**src/rtl/spi_pkg.sv**
```systemverilog
// Shared constants and types for the SPI slave byte receiver.
package spi_pkg;

    localparam int unsigned SPI_BYTE_W = 8;
    localparam int unsigned BIT_CNT_W  = 3;

    // Idle pin levels (SPI mode 0, deselected)
    localparam logic SCLK_IDLE = 1'b0;
    localparam logic CS_N_IDLE = 1'b1;
    localparam logic MOSI_IDLE = 1'b0;

    typedef logic [BIT_CNT_W-1:0] bit_cnt_t;

endpackage : spi_pkg

```
**src/rtl/pin_synchronizer.sv**
```systemverilog
// N-stage flip-flop synchroniser for an asynchronous input pin, with a
// configurable reset level so the chain starts at the pin's idle value.
module pin_synchronizer #(
    parameter int unsigned STAGES    = 2,
    parameter logic        RESET_VAL = 1'b0
) (
    input  logic clk,
    input  logic rst,
    input  logic pin_i,
    output logic sync_o
);

    logic [STAGES-1:0] sync_q;
    logic [STAGES-1:0] sync_d;

    always_comb begin
        sync_d = {sync_q[STAGES-2:0], pin_i};
    end

    always_ff @(posedge clk) begin
        if (rst) begin
            sync_q <= {STAGES{RESET_VAL}};
        end else begin
            sync_q <= sync_d;
        end
    end

    assign sync_o = sync_q[STAGES-1];

endmodule : pin_synchronizer

```
**src/rtl/spi_byte_receiver.sv**
```systemverilog
// SPI mode-0 slave front end: oversamples the SPI pins with clk, deserialises
// MOSI into bytes and shifts a response byte out on MISO, MSB first.
module spi_byte_receiver
    import spi_pkg::*;
#(
    parameter int unsigned SYNC_STAGES = 2
) (
    input  logic                  clk,
    input  logic                  rst,
    input  logic                  sclk,
    input  logic                  cs_n,
    input  logic                  mosi,
    output logic                  miso,
    output logic                  miso_en,
    input  logic [SPI_BYTE_W-1:0] tx_byte,
    output logic [SPI_BYTE_W-1:0] spi_byte,
    output logic                  byte_valid,
    output logic                  frame_abort
);

    logic sclk_sync;
    logic cs_n_sync;
    logic mosi_sync;

    pin_synchronizer #(.STAGES(SYNC_STAGES), .RESET_VAL(SCLK_IDLE)) u_sync_sclk (
        .clk    (clk),
        .rst    (rst),
        .pin_i  (sclk),
        .sync_o (sclk_sync)
    );

    pin_synchronizer #(.STAGES(SYNC_STAGES), .RESET_VAL(CS_N_IDLE)) u_sync_cs_n (
        .clk    (clk),
        .rst    (rst),
        .pin_i  (cs_n),
        .sync_o (cs_n_sync)
    );

    pin_synchronizer #(.STAGES(SYNC_STAGES), .RESET_VAL(MOSI_IDLE)) u_sync_mosi (
        .clk    (clk),
        .rst    (rst),
        .pin_i  (mosi),
        .sync_o (mosi_sync)
    );

    logic                  sclk_hist_q, sclk_hist_d;
    logic                  cs_n_hist_q, cs_n_hist_d;
    logic [SPI_BYTE_W-1:0] rx_shift_q,  rx_shift_d;
    logic [SPI_BYTE_W-1:0] tx_shift_q,  tx_shift_d;
    logic [SPI_BYTE_W-1:0] spi_byte_q,  spi_byte_d;
    bit_cnt_t              bit_cnt_q,   bit_cnt_d;
    logic                  byte_valid_q, byte_valid_d;
    logic                  frame_abort_q, frame_abort_d;
    logic                  miso_q,      miso_d;
    logic                  miso_en_q,   miso_en_d;

    logic selected_c;
    logic sclk_rise_c;
    logic sclk_fall_c;
    logic cs_rise_c;
    logic cs_fall_c;

    // SCLK edges only count while the synchronised chip select is low.
    always_comb begin
        selected_c  = ~cs_n_sync;
        sclk_rise_c = selected_c & sclk_sync & ~sclk_hist_q;
        sclk_fall_c = selected_c & ~sclk_sync & sclk_hist_q;
        cs_rise_c   = cs_n_sync & ~cs_n_hist_q;
        cs_fall_c   = ~cs_n_sync & cs_n_hist_q;
    end

    always_comb begin
        sclk_hist_d   = sclk_sync;
        cs_n_hist_d   = cs_n_sync;
        rx_shift_d    = rx_shift_q;
        tx_shift_d    = tx_shift_q;
        spi_byte_d    = spi_byte_q;
        bit_cnt_d     = bit_cnt_q;
        byte_valid_d  = 1'b0;
        frame_abort_d = 1'b0;
        miso_d        = tx_shift_q[SPI_BYTE_W-1];
        miso_en_d     = selected_c;

        // Receive path; a deselect takes priority over a coincident SCLK rise.
        if (cs_rise_c) begin
            bit_cnt_d     = '0;
            rx_shift_d    = '0;
            frame_abort_d = (bit_cnt_q != '0);
        end else if (sclk_rise_c) begin
            rx_shift_d = {rx_shift_q[SPI_BYTE_W-2:0], mosi_sync};
            bit_cnt_d  = bit_cnt_t'(bit_cnt_q + bit_cnt_t'(1));
            if (bit_cnt_q == bit_cnt_t'(SPI_BYTE_W - 1)) begin
                spi_byte_d   = {rx_shift_q[SPI_BYTE_W-2:0], mosi_sync};
                byte_valid_d = 1'b1;
            end
        end

        // Transmit path: reload at frame start and at the first fall of each byte.
        if (cs_fall_c) begin
            tx_shift_d = tx_byte;
        end else if (sclk_fall_c) begin
            if (bit_cnt_q == '0) begin
                tx_shift_d = tx_byte;
            end else begin
                tx_shift_d = {tx_shift_q[SPI_BYTE_W-2:0], 1'b0};
            end
        end
    end

    always_ff @(posedge clk) begin
        if (rst) begin
            sclk_hist_q   <= SCLK_IDLE;
            cs_n_hist_q   <= CS_N_IDLE;
            rx_shift_q    <= '0;
            tx_shift_q    <= '0;
            spi_byte_q    <= '0;
            bit_cnt_q     <= '0;
            byte_valid_q  <= 1'b0;
            frame_abort_q <= 1'b0;
            miso_q        <= 1'b0;
            miso_en_q     <= 1'b0;
        end else begin
            sclk_hist_q   <= sclk_hist_d;
            cs_n_hist_q   <= cs_n_hist_d;
            rx_shift_q    <= rx_shift_d;
            tx_shift_q    <= tx_shift_d;
            spi_byte_q    <= spi_byte_d;
            bit_cnt_q     <= bit_cnt_d;
            byte_valid_q  <= byte_valid_d;
            frame_abort_q <= frame_abort_d;
            miso_q        <= miso_d;
            miso_en_q     <= miso_en_d;
        end
    end

    assign spi_byte    = spi_byte_q;
    assign byte_valid  = byte_valid_q;
    assign frame_abort = frame_abort_q;
    assign miso        = miso_q;
    assign miso_en     = miso_en_q;

endmodule : spi_byte_receiver

```
**config.mk**
```make
export PLATFORM = sky130hd
export DESIGN_NAME = spi_byte_receiver
export DESIGN_NICKNAME = d
export VERILOG_FILES = /design/src/rtl/spi_pkg.sv /design/src/rtl/pin_synchronizer.sv /design/src/rtl/spi_byte_receiver.sv
export SDC_FILE = /design/constraint.sdc
export NUM_CORES = 1
export LEC_CHECK = 0
export CAP_MARGIN = 10
export CORE_MARGIN = 2
export CORE_UTILIZATION = 51
export DETAILED_ROUTE_END_ITERATION = 10
export PLACE_DENSITY = 0.78
export SLEW_MARGIN = 20
export SYNTH_ARGS = -nofsm -noshare
export SYNTH_HDL_FRONTEND = slang
export SYNTH_SLANG_ARGS = --single-unit
```
**constraint.sdc**
```tcl
create_clock -name clk -period 1.7 [get_ports clk]
set_input_delay 0.34 -clock clk [delete_from_list [all_inputs] [get_ports clk]]
set_output_delay 0.34 -clock clk [all_outputs]
set_load 0.02 [all_outputs]
```
==> impl_metrics.py <==
metrics = {
    "clock_tree": {
        "buffer_levels_on_the_longest_clock_path": 2,
        "cts_root_buffer_type": "clkbuf_4",
        "clock_sink_count": 38,
        "postCtsSetupBuffers": 0,
        "clk_pin_slew_ns": 0.11,
        "cts-buffers-inserted": 5,
        "insertion_delay_ns": 0.34,
        "cts_tree": "done",
        "cts_max_level": 2,
    },
    "placement": {
        "placement.setup.worst_slack_ns": 0.0137,
        "place_area_sq_um": 1680,
        "place.port_buffers": 24,
        "dp_hpwl_mm": 1.69,
        "globalplace.congestion": 0.716,
    },
    "routing": {
        "postRouteAntennaNets": 0,
        "detail_route.vias_per_cell": 5.00,
        "wl_per_instance_microns": 11.8,
        "remaining_drc_errors": 0,
        "drt_iter0_markers": 10,
        "vias": 1005,
        "routed_wire_length_mm": 2.37,
        "drt_pass1_iterations": 4,
    },
    "power": {
        "cell_leakage_power_nw": 0.665,
        "power.density_nw_per_um2": 855,
        "ir_drop_v": 0.000795,
    },
    "timing": {
        "setup_violations": 0,
        "clock-skew-final_ns": 0.00944,
        "max_slew_margin_pct": 73.1,
        "max_freq_ghz": 0.612,
        "timing_worst_slew_pin_value_ns": 0.404,
        "unrepaired_setup_endpoints_after_global_routing": "false",
        "tns_ns": 0,
        "final_setup_slack_of_the_worst_path_ns": 0.0664,
        "fin_worst_hold_slack_ns": 0.434,
        "final_hold_viol_count": 0,
        "post-route-period-util_pct": 96.1,
        "finalMaxSlewViolations": 0,
        "shortest_period_the_worst_path_allows_ns": 1.63,
    },
    "final_layout": {
        "multi_input_area_sq_um": 609,
        "final-seq-area_sq_um": 761,
        "fin_area_sq_um": 1760,
        "final_core_utilization_pct": 64.9,
        "drive_gt1_share_pct": 13.5,
        "antenna_diode_count": 0,
        "syn2layout_area_growth_pct": 22.8,
        "nNetsFinal": 185,
        "fillerInstances": 233,
    },
    "setup_path": {
        "path_cells": "clkdlybuf4s50_1",
        "timing.critical_path.to_type": "primary output",
        "crit_path_max_incr_delay_ns": 0.60,
        "critical-path-top-delay-family": "buffers and inverters",
        "cp_num_buf_inv": 1,
        "timing.critical_path.from_type": "flip-flop",
        "worst_ep_required_time_ns": 1.36,
        "crit_arrival_ns": 1.29,
        "crit_type": "flip-flop to primary output",
        "crit_path_max_fanout": 2,
        "critical-path-slowest-cell": "clkdlybuf4s50_1",
    },
    "logic_synthesis": {
        "synth_largest_area_cell": "dfxtp_1",
        "post_synth.cell_area_avg_sq_um": 10.1,
        "yosysWarningCount": 0,
        "synthesis.area_sq_um": 1430,
        "synthCells": 142,
        "synthTopCellsByCount": "38 x dfxtp_1, 20 x nor2_1, 18 x nand2_1, 15 x mux2i_1",
        "synth.area.top_cells": "dfxtp_1 53%, mux2i_1 10%, nor2_1 5.2%",
        "ys_ff_latch": 38,
        "yosysMostFrequentCell": "dfxtp_1",
        "fraction_of_post_synthesis_cell_area_in_the_top_cell_type_by_area_pct": 53.1,
        "yosys.cell_types.count": 24,
        "async_flop_share_pct": 0,
        "syn-num-nets": 158,
        "synth_seq_area_share_pct": 53.1,
        "synth_ff_type": "dfxtp_1",
        "synth_edf_count": 0,
    },
    "floorplanning": {
        "coreArea_sq_um": 2710,
        "floorplan.die.width_microns": 57.0,
        "die_area_sq_um": 3250,
        "die_h_microns": 57.0,
        "row_count": 19,
        "floorplan.initialDensity_pct": 52.8,
        "io_pins": 25,
    },
    "global_routing": {
        "grt_use_total_pct": 16.4,
        "largest_net_degree_at_the_start_of_global_routing": 23,
        "vias_in_the_first_global_route": 950,
        "grt_overflow_total": 0,
        "grt_pass1_wl_mm": 4.02,
        "grt_antenna_before_repair": 0,
    },
    "job": {
        "cap_violations": 0,
    },
    "run_status": {
        "status": "complete, no violations",
    },
    "worst_hold_path": {
        "hold_class": "flip-flop to flip-flop",
    },
}
[state kept, by name, indices dropped and copies added, names as in the netlist]
register and flops:
bit_cnt_q 3, byte_valid 1, cs_n_hist_q 1, frame_abort 1, miso 1, miso_en 1
rx_shift_q 7, sclk_hist_q 1, spi_byte 8, tx_shift_q 8, u_sync_cs_n.sync_q 2, u_sync_mosi.sync_q 2
u_sync_sclk.sync_q 2
[through the flow]
| stage | total power, mW | instances |
|---|---|---|
| finish | 1.50 | 201 |
| global route | 1.56 | 201 |
| CTS | 1.52 | 201 |
| detailed placement | 1.03 | 193 |
| global placement | 1.03 | 193 |
| floorplan | 0.990 | 142 |
[timing repair]
action | CTS | global route
hold endpoints to repair | 0 | 0
hold buffers | 0 | 0
gates cloned | 0 | 0
setup endpoints to repair | 5 | 1
gates resized for setup | 1 | 1
[cells in the final DEF, fill, tap and decap left out, types with 5 or more instances in the layout]
master	instances
nand2_1	18
a21oi_2	6
dfxtp_1	38
a211oi_1	7
nor2_1	20
nor2b_1	7
mux2i_1	15
clkdlybuf4s50_1	24
clkbuf_4	5
[metal layers]
metal  global-route usage [%]  vias to the layer above  routed length, microns  share of wire [%]
met5                        0                        -                       0                  0
met4                     8.97                        0                      56                2.4
met3                     6.80                        6                      93                3.9
met2                     25.3                       13                    1110                 47
met1                     19.6                      468                    1110                 47
li1                         -                      518                       -                  -
[final timing paths]
| kind | cells after the start | slack, ns | end | startpoint |
|---|---|---|---|---|
| setup / recovery | 1 | 0.07 | spi_byte[2] | spi_byte[2] |
| hold / removal | 1 | 0.43 | u_sync_cs_n.sync_q[1] | u_sync_cs_n.sync_q[0] |
| setup reg to reg | 6 | 0.19 | tx_shift_q[3] | bit_cnt_q[0] |
| hold reg to reg | 1 | 0.43 | u_sync_cs_n.sync_q[1] | u_sync_cs_n.sync_q[0] |
[power by group]
| part | total [mW] | internal (mW) | leakage [nW] | switching (mW) |
|---|---|---|---|---|
| Sequential | 0.919 | 0.909 | 0.309 | 0.00965 |
| Clock | 0.493 | 0.199 | 0.0343 | 0.294 |
| Combinational | 0.0918 | 0.0501 | 0.322 | 0.0417 |
[logic make-up (layout without fill, tap and decap cells)]
family	Yosys count	count (layout)	synth area share [%]
flops	38	38	53.1
buf+inv	12	40	5.07
mux	15	15	10.5
compound gates	19	19	10.4
fa+ha+maj	3	3	2.62
simple gates	54	54	17.7
xor+xnor	1	1	0.612
[cell type report]
cell class              count  area share [%]
repair buffers             28            15.4
clock inverters             2           0.712
inverters                   4           0.854
multi-input cells          92            34.7
well taps                  31            2.21
clock buffers               6            2.92
flip-flops and latches     38            43.3
No activity file was read; power rests on OpenSTA's default activity.
